$ cat src/rtl/pipe_pkg.sv
// Shared playfield geometry and pipe defaults for the scrolling pipe obstacles.
// Holds only constants and a clamp helper; no timing or flow control of its own.
package pipe_pkg;
    localparam int X_W       = 8;
    localparam int Y_W       = 7;
    localparam int SCREEN_W  = 160;
    localparam int SCREEN_H  = 120;
    localparam int GAP_H     = 20;
    localparam int Y_MIN     = 5;
    localparam int Y_MAX     = 95;
    localparam int DEFAULT_Y = 50;
    localparam int BIRD_X    = 40;

    function automatic int clamp_y(input int v, input int lo, input int hi);
        if (v < lo) return lo;
        if (v > hi) return hi;
        return v;
    endfunction
endpackage

$ cat src/rtl/y_fifo.sv
// Synchronous FIFO of gap-top y values; count/full registered, head visible the cycle after a push.
// No backpressure: a push while full is dropped unless a pop is accepted in the same cycle.
module y_fifo #(
    parameter int QDEPTH = 8,
    parameter int W      = pipe_pkg::Y_W
) (
    input  logic                    clk,
    input  logic                    reset,
    input  logic                    push,
    input  logic [W-1:0]            push_dat,
    input  logic                    pop,
    output logic [W-1:0]            head,
    output logic [$clog2(QDEPTH):0] count,
    output logic                    full,
    output logic                    empty
);
    localparam int PW = $clog2(QDEPTH);
    localparam int CW = PW + 1;
    localparam logic [CW-1:0] FULL_CNT = CW'(QDEPTH);

    logic [W-1:0]  mem_q [QDEPTH];
    logic [W-1:0]  mem_d [QDEPTH];
    logic [PW-1:0] wr_ptr_q, wr_ptr_d, rd_ptr_q, rd_ptr_d;
    logic [CW-1:0] count_q, count_d;
    logic          full_q, full_d;
    logic          do_push, do_pop;

    always_comb begin
        do_pop   = pop && (count_q != '0);
        do_push  = push && (!full_q || do_pop);
        mem_d    = mem_q;
        wr_ptr_d = wr_ptr_q;
        rd_ptr_d = rd_ptr_q;
        count_d  = count_q;
        if (do_push) begin
            mem_d[wr_ptr_q] = push_dat;
            wr_ptr_d        = wr_ptr_q + PW'(1);
        end
        if (do_pop) begin
            rd_ptr_d = rd_ptr_q + PW'(1);
        end
        if (do_push && !do_pop) begin
            count_d = count_q + CW'(1);
        end else if (do_pop && !do_push) begin
            count_d = count_q - CW'(1);
        end
        full_d = (count_d == FULL_CNT);
    end

    always_ff @(posedge clk) begin
        if (reset) begin
            mem_q    <= '{default: '0};
            wr_ptr_q <= '0;
            rd_ptr_q <= '0;
            count_q  <= '0;
            full_q   <= 1'b0;
        end else begin
            mem_q    <= mem_d;
            wr_ptr_q <= wr_ptr_d;
            rd_ptr_q <= rd_ptr_d;
            count_q  <= count_d;
            full_q   <= full_d;
        end
    end

    assign head  = mem_q[rd_ptr_q];
    assign count = count_q;
    assign full  = full_q;
    assign empty = (count_q == '0);
endmodule

$ cat src/rtl/pipe_field.sv
// Scrolling pipe slots with spawn spacing, retirement at x=0 and bird-column scoring; outputs registered, 1-cycle latency.
// No backpressure: deferred spawns wait for a free slot, y pushes are dropped when the queue is full.
module pipe_field #(
    parameter int NUM_PIPES    = 3,
    parameter int QDEPTH       = 8,
    parameter int X_W          = pipe_pkg::X_W,
    parameter int Y_W          = pipe_pkg::Y_W,
    parameter int SCREEN_W     = pipe_pkg::SCREEN_W,
    parameter int PIPE_SPACING = 54,
    parameter int Y_MIN        = pipe_pkg::Y_MIN,
    parameter int Y_MAX        = pipe_pkg::Y_MAX,
    parameter int DEFAULT_Y    = pipe_pkg::DEFAULT_Y,
    parameter int BIRD_X       = pipe_pkg::BIRD_X
) (
    input  logic                       CLOCK_50,
    input  logic                       reset,
    input  logic                       enable,
    input  logic                       game_tick,
    input  logic                       rand_valid,
    input  logic [Y_W-1:0]             rand_in,
    output logic [NUM_PIPES*X_W-1:0]   pipe_x,
    output logic [NUM_PIPES*Y_W-1:0]   pipe_y,
    output logic [NUM_PIPES-1:0]       pipe_active,
    output logic                       score_pulse,
    output logic [$clog2(QDEPTH):0]    q_count,
    output logic                       q_full
);
    import pipe_pkg::*;

    localparam int CNT_W = (PIPE_SPACING > 1) ? $clog2(PIPE_SPACING) : 1;
    localparam logic [CNT_W-1:0] SPAWN_LAST = CNT_W'(PIPE_SPACING - 1);
    localparam logic [X_W-1:0]   SPAWN_X    = X_W'(SCREEN_W);
    localparam logic [X_W-1:0]   SCORE_X    = X_W'(BIRD_X);
    localparam logic [Y_W-1:0]   DEF_Y      = Y_W'(DEFAULT_Y);

    logic                 tick_en;
    logic [NUM_PIPES-1:0] slot_act, free, spawn_sel, slot_score;
    logic [CNT_W-1:0]     spawn_cnt_q, spawn_cnt_d;
    logic                 score_q, score_d;
    logic                 spawn, fifo_pop, fifo_empty;
    logic [Y_W-1:0]       push_dat, fifo_head, spawn_y;

    assign tick_en = game_tick && enable;
    assign free    = ~slot_act;
    // Isolates the lowest set bit: the lowest-index free slot as a one-hot select.
    assign spawn_sel = free & ~(free - NUM_PIPES'(1));

    always_comb begin
        spawn    = tick_en && (spawn_cnt_q == SPAWN_LAST) && (|free);
        fifo_pop = spawn && !fifo_empty;
        spawn_y  = fifo_empty ? DEF_Y : fifo_head;
        push_dat = Y_W'(clamp_y(int'(rand_in), Y_MIN, Y_MAX));
        spawn_cnt_d = spawn_cnt_q;
        if (spawn) begin
            spawn_cnt_d = '0;
        end else if (tick_en && (spawn_cnt_q != SPAWN_LAST)) begin
            spawn_cnt_d = spawn_cnt_q + CNT_W'(1);
        end
        score_d = tick_en && (|slot_score);
    end

    always_ff @(posedge CLOCK_50) begin
        if (reset) begin
            spawn_cnt_q <= SPAWN_LAST;
            score_q     <= 1'b0;
        end else begin
            spawn_cnt_q <= spawn_cnt_d;
            score_q     <= score_d;
        end
    end

    for (genvar i = 0; i < NUM_PIPES; i++) begin : g_slot
        logic [X_W-1:0] x_q, x_d;
        logic [Y_W-1:0] y_q, y_d;
        logic           act_q, act_d;

        always_comb begin
            x_d   = x_q;
            y_d   = y_q;
            act_d = act_q;
            if (tick_en) begin
                if (act_q) begin
                    if (x_q != '0) begin
                        x_d = x_q - X_W'(1);
                    end else begin
                        act_d = 1'b0;
                    end
                end
                // A spawning slot was inactive before the tick, so it never collides with the move above.
                if (spawn && spawn_sel[i]) begin
                    act_d = 1'b1;
                    x_d   = SPAWN_X;
                    y_d   = spawn_y;
                end
            end
        end

        always_ff @(posedge CLOCK_50) begin
            if (reset) begin
                x_q   <= SPAWN_X;
                y_q   <= DEF_Y;
                act_q <= 1'b0;
            end else begin
                x_q   <= x_d;
                y_q   <= y_d;
                act_q <= act_d;
            end
        end

        assign slot_act[i]            = act_q;
        assign slot_score[i]          = act_q && (x_q == SCORE_X);
        assign pipe_x[i*X_W +: X_W]   = x_q;
        assign pipe_y[i*Y_W +: Y_W]   = y_q;
    end

    y_fifo #(
        .QDEPTH (QDEPTH),
        .W      (Y_W)
    ) u_y_fifo (
        .clk      (CLOCK_50),
        .reset    (reset),
        .push     (rand_valid),
        .push_dat (push_dat),
        .pop      (fifo_pop),
        .head     (fifo_head),
        .count    (q_count),
        .full     (q_full),
        .empty    (fifo_empty)
    );

    assign pipe_active = slot_act;
    assign score_pulse = score_q;
endmodule
$ cat config.mk
export PLATFORM = sky130hd
export DESIGN_NAME = pipe_field
export DESIGN_NICKNAME = d
export VERILOG_FILES = /design/src/rtl/pipe_pkg.sv /design/src/rtl/y_fifo.sv /design/src/rtl/pipe_field.sv
export SDC_FILE = /design/constraint.sdc
export NUM_CORES = 1
export LEC_CHECK = 0
export BUFFER_PORTS_ARGS = -buffer_cell sky130_fd_sc_hd__buf_4
export CORE_ASPECT_RATIO = 1.25
export CORE_UTILIZATION = 50
export DETAILED_ROUTE_END_ITERATION = 6
export PLACE_DENSITY = 0.72
export SLEW_MARGIN = 20
export SYNTH_ARGS = -nofsm -noshare
export SYNTH_HDL_FRONTEND = slang
export SYNTH_HIERARCHICAL = 1
export SYNTH_SLANG_ARGS = --single-unit
export TNS_END_PERCENT = 50
$ cat constraint.sdc
create_clock -name CLOCK_50 -period 7.2 [get_ports CLOCK_50]
set_input_delay 0.72 -clock CLOCK_50 [delete_from_list [all_inputs] [get_ports CLOCK_50]]
set_output_delay 0.72 -clock CLOCK_50 [all_outputs]
set_load 0.05 [all_outputs]
==> reports/metrics.cfg, run 1 <==
[outcome]
run_status = completed

[timing]
fin_tns_setup_ps = 0
setup_viol = 0
finalWorstSetupSlack_ps = 3985
finalClockSkew_ps = 5.418
hold_violations = 0
final_max_slew_viol_count = 0
fin_crit_sh = 0.4465
timing.slew.headroom = 0.2594
min_period_ps = 3215
worst_pin_slew_ps = 1101
max_freq_ghz = 0.3110
rsz0062_at_grt = no
whs_ps = 455.9

[final_layout]
drive_gt1_frac = 0.2167
layout_commonest_cell = dfxtp_1
nFillCells = 948
fin_nets = 694
final_cell_mix = 121 x dfxtp_1, 113 x nor2_1, 68 x buf_4, 61 x mux2i_1, 47 x nand2_1
stdcell_count = 818
areaGrowthSynthToFinish_pct = 18.39
diodes = 0

[cts]
htreeDepth = 4
numClockSinks = 122
cts_setup_buffers = 0
clkTransAtPathRegs_ps = 50
clock_path_buffers = 2
clock_latency_ps = 410
cts_hold_buf = 0
tritoncts = done
numCtsBuffers = 17
cts_root_buf = clkbuf_16
cts_resized = 0

[critical_path]
worstPathArrival_ps = 3490
path_class = reg2reg
r2r_setup_slack_ps = 3990
endpoint = u_y_fifo/mem_q[32]
cp.required_ps = 7470
crit_path_end_kind = flip-flop
path_max_fanout = 12
worstSetupStartpointType = flip-flop
regToRegEndpoint = u_y_fifo/mem_q[32]
r2r_cells = 10
timing.rr.start = u_y_fifo/count[1]
crit_start = u_y_fifo/count[1]

[floorplan]
die_w_microns = 99.04
core-area_sq_mm = 0.01130
start_util = 0.5209
rows = 43
die_h_microns = 123.3
floorplan.die_area_sq_mm = 0.01221
ioPinCount = 66

[synth]
synth_cell_types = 67
yosys_most_used_dff = dfxtp_1
ys_async_sr_fraction = 0
ys_seq_elements = 122
netlist_instances = 625
syn_area_sq_mm = 0.005886
synth-edff-count = 0
synth_nets = 649
ys_seq_area_frac = 0.4150
syn_area_per_cell_sq_um = 9.417
ys_warn_count = 6

[placement]
port_buffers = 65
dp.cells = 786
dp_hpwl_microns = 9246
gp_congestion = 0.8682
pre_cts_ws_ps = 3973

[drt]
drc_errors = 0
wl_per_cell_microns = 16.58
drt_pass1_iterations = 5
totalWireLength_microns = 13560
ant_nets = 0
drtIter0Drc = 207
vias_per_cell = 5.752
vias = 4705

[global_routing]
grt_max_degree = 64
grt_use_total = 0.2350
grt-ovfl-total = 0
grt_pass1_vias = 4397
grt_pass1_wl_microns = 22030
antenna_found_initial = 0

[min_path]
hp-class = reg2reg

[power]
leakagePower_nw = 2.810
ir_drop_mv = 0.1363
power.density_mw_per_mm2 = 251.8

[flow_run]
max_cap_viol_count = 0

## layout make-up
type	instances	area, sq um	share of cell area
Multi-Input combinational cell	444	3207	0.4602
Clock buffer	24	481.7	0.06913
Timing Repair Buffer	68	510.5	0.07326
Sequential cell	122	2444	0.3507
Inverter	17	63.81	0.009158
Clock inverter	8	92.59	0.01329
Tap cell	135	168.9	0.02424
## how the worst min path moves through the flow
stage                          start                to  slack [ps]  cells past startpoint
finish              g_slot[0].y_q[6]  g_slot[0].y_q[6]         460                      2
global route        g_slot[0].y_q[2]  g_slot[0].y_q[2]         480                      2
CTS                 g_slot[0].y_q[6]  g_slot[0].y_q[6]         460                      2
detailed placement  g_slot[0].y_q[6]  g_slot[0].y_q[6]         450                      2
global placement    g_slot[0].y_q[4]  g_slot[0].y_q[4]         450                      1
floorplan             spawn_cnt_q[5]    spawn_cnt_q[5]         450                      1
## metrics by stage
step           instance area [sq um]  utilization  total power [mW]
2_1_floorplan                   5886            -            0.8889
3_3_place_gp                    6384       0.5650            0.9352
3_5_place_dp                    6384       0.5650            0.9415
4_1_cts                         6958       0.6158             1.767
5_1_grt                         6968       0.6167             1.818
6_report                        6968       0.6167             1.755
## power breakdown
group          internal [mW]  switching (mW)  total [mW]
logic                 0.0769           0.133       0.210
registers              0.697          0.0236       0.720
clock network          0.534           0.291       0.824
total                   1.31           0.448        1.75
## cell families (layout without fill, tap and decap cells)
family                   after synthesis  in the layout  synth area share
multiplexers                          82             82            0.1707
AND/OR/NAND/NOR                      249            249            0.2117
buffers and inverters                 59            117           0.04485
flip-flops                           122            122            0.4150
adder cells (fa/ha/maj)               12             12           0.02551
XOR/XNOR                              20             20           0.02976
AO/OA/AOI/OAI                         81             81            0.1025
## synthesized netlist by cell type, types with 4 or more instances
| cell | instances | share of area |
|---|---|---|
| dfxtp_1 | 122 | 0.41 |
| mux2_2 | 7 | 0.013 |
| nor2b_1 | 8 | 0.0085 |
| inv_1 | 15 | 0.0096 |
| or3_1 | 5 | 0.0053 |
| xor2_1 | 9 | 0.013 |
| a211o_1 | 13 | 0.019 |
| nand3_1 | 10 | 0.0085 |
| a21oi_1 | 29 | 0.025 |
| a211oi_1 | 7 | 0.0089 |
| nor3_1 | 9 | 0.0077 |
| nand2_1 | 47 | 0.030 |
| o21ai_0 | 8 | 0.0068 |
| xnor2_1 | 11 | 0.016 |
| nand2b_1 | 4 | 0.0043 |
| nand4_1 | 4 | 0.0043 |
| ha_1 | 12 | 0.026 |
| clkbuf_1 | 26 | 0.017 |
| mux2i_1 | 61 | 0.10 |
| nor4_1 | 9 | 0.0096 |
| buf_2 | 7 | 0.0060 |
| nor2_1 | 113 | 0.072 |
| mux4_2 | 14 | 0.054 |
## layer usage
metal | up-vias | global-route usage | part of all wire | wire length [microns]
met4 | 0 | 0.1129 | 0.023 | 318
li1 | 2293 | - | - | -
met5 | - | 0 | 0 | 0
met3 | 26 | 0.05653 | 0.036 | 491
met2 | 121 | 0.4091 | 0.51 | 6952
met1 | 2265 | 0.2722 | 0.43 | 5798
## worst max-delay path: stages, from the launching register on
cell      delay [ps]
dfxtp_1          430
inv_1            120
ha_1             240
or3b_4           290
inv_2            110
nor4_1           290
buf_4            220
a21boi_4         100
nor4b_2          940
mux2i_1          280
nor2_1            50
## registers in the layout, indices dropped and copies added (netlist names)
signal	flops
g_slot.act_q	3
u_y_fifo/mem_q	56
u_y_fifo/wr_ptr_q	3
score_pulse	1
u_y_fifo/full	1
g_slot.x_q	24
u_y_fifo/count	4
u_y_fifo/rd_ptr_q	3
spawn_cnt_q	6
g_slot.y_q	21
No activity file was read; power rests on OpenSTA's default activity.
==> run 2, diff against run 1 <==
==> constraint.sdc (replaced) <==
create_clock -name CLOCK_50 -period 3.2 [get_ports CLOCK_50]
set_input_delay 0.32 -clock CLOCK_50 [delete_from_list [all_inputs] [get_ports CLOCK_50]]
set_output_delay 0.32 -clock CLOCK_50 [all_outputs]
set_load 0.05 [all_outputs]
==> run 2 against run 1 <==
  * Wire length fell by 1.1%
  * Total power is 120% higher
  * Global-route usage down 0.44 points
  * Via count fell by 1.5%
  * Cell count grew 0.49%
  * Sequential power is 120% higher
  * Sequential share of layout area fell by 0.17 points
  * Highest routed layer unchanged
==> reports/metrics.cfg, run 2 (synthesized netlist as in run 1, its figures left out) <==
[critical_path]
r2r_cells = 10
crit_path_end_kind = flip-flop
regToRegEndpoint = u_y_fifo/mem_q[49]
worstPathArrival_ps = 3060
path_max_fanout = 12
path_class = reg2reg
timing.rr.start = u_y_fifo/count[1]
r2r_setup_slack_ps = 400
cp.required_ps = 3460
worstSetupStartpointType = flip-flop

[global_routing]
grt_pass1_wl_microns = 21870
grt-ovfl-total = 0
grt_pass1_vias = 4458
antenna_found_initial = 0
grt_max_degree = 74
grt_use_total = 0.2306

[outcome]
run_status = completed

[final_layout]
fin_nets = 699
drive_gt1_frac = 0.2213
largest_register_ffs = 56
areaGrowthSynthToFinish_pct = 18.92
diodes = 0
utilization = 0.6195
fin_area_sq_mm = 0.006999
final_cell_mix = 122 x dfxtp_1, 113 x nor2_1, 73 x buf_4, 61 x mux2i_1, 47 x nand2_1
regMostFlops = u_y_fifo/mem_q
reg_top3 = u_y_fifo/mem_q x56, g_slot.x_q x24, g_slot.y_q x21
layout_commonest_cell = dfxtp_1
stdcell_count = 822

[timing]
fin_crit_sh = 0.8753
finalClockSkew_ps = 9.734
setup_viol = 0
fin_tns_setup_ps = 0
finalWorstSetupSlack_ps = 398.9
max_freq_ghz = 0.3570
whs_ps = 262.8
final_max_slew_viol_count = 0
timing.slew.headroom = 0.4741
min_period_ps = 2801
hold_violations = 0
worst_pin_slew_ps = 788.8
rsz0062_at_grt = no

[drt]
drtIter0Drc = 292
drt_pass1_iterations = 5
ant_nets = 0
vias = 4635
vias_per_cell = 5.639
totalWireLength_microns = 13410
drc_errors = 0
wl_per_cell_microns = 16.31

[power]
combinationalPowerShare = 0.121
power.density_mw_per_mm2 = 560.3
seq_power_share = 0.413
ir_drop_mv = 0.3413
clockPowerShare = 0.466
swShare = 0.2562
power.total_mw = 3.922
switchingPower_mw = 1.005
leakagePower_nw = 2.823
intPower_mw = 2.917

[floorplan]
die_h_microns = 123.3
ioPinCount = 66
floorplan.die_area_sq_mm = 0.01221
core-area_sq_mm = 0.01130
start_util = 0.5209
rows = 43
die_w_microns = 99.04

[cts]
clkTransAtPathRegs_ps = 50
cts_resized = 0
numClockSinks = 122
clock_latency_ps = 410
tritoncts = done
numCtsBuffers = 17
cts_hold_buf = 0
cts_root_buf = clkbuf_16
cts_setup_buffers = 0
clock_path_buffers = 2
htreeDepth = 4

[min_path]
hold_path_depth = 2
hp-start = rand_valid
hp-class = in2reg
whs_endpoint = u_y_fifo/count[1]

[placement]
dp.cells = 791
place_area_sq_mm = 0.006436
gp_congestion = 0.8842
dp_hpwl_microns = 9427
port_buffers = 65
pre_cts_ws_ps = 418.7

[flow_run]
max_cap_viol_count = 0

run 2: cell type report:
cell class	count	area, sq um
clock buffers	23	467.9
clock inverters	8	95.09
fillers	941	4299
inverters	17	63.81
multi-input cells	444	3213
flip-flops and latches	122	2442
well taps	135	168.9
repair buffers	73	548.0
run 2: how the worst max path moves through the flow:
stage                            startpoint                 end  slack (ps)  cells after the start
final                     u_y_fifo/count[1]  u_y_fifo/mem_q[49]         400                     10
after global routing      u_y_fifo/count[1]  u_y_fifo/mem_q[37]         230                     10
after CTS                 u_y_fifo/count[1]  u_y_fifo/mem_q[49]         390                     10
after detailed placement  u_y_fifo/count[1]  u_y_fifo/mem_q[41]         420                     10
after global placement    u_y_fifo/count[1]  u_y_fifo/mem_q[35]         560                     10
after floorplan           u_y_fifo/count[1]  u_y_fifo/mem_q[48]         160                     10
run 2: metal layers:
| metal | part of all wire | up-vias | wire, microns | track usage |
|---|---|---|---|---|
| met5 | 0 | - | 0 | 0 |
| met4 | 0.023 | 0 | 306 | 0.1147 |
| met3 | 0.033 | 19 | 448 | 0.04183 |
| met2 | 0.50 | 109 | 6756 | 0.4003 |
| met1 | 0.44 | 2214 | 5899 | 0.2749 |
| li1 | - | 2293 | - | - |
run 2: critical path, stage by stage (launching register included):
cell and delay (ps):
dfxtp_1 430, inv_1 120, ha_1 230, or3b_4 280, inv_2 110, nor4_4 420
inv_2 90, o21ai_2 320, nand3_2 320, mux2i_1 260, nor2_1 60
run 2: power by group through the flow:
stage          clock network [mW]  registers, mW  logic, mW
2_1_floorplan                   0           1.70      0.301
3_3_place_gp                    0           1.65      0.463
3_5_place_dp                    0           1.65      0.474
4_1_cts                      1.86           1.62      0.477
5_1_grt                      1.92           1.63      0.514
6_report                     1.83           1.62      0.475
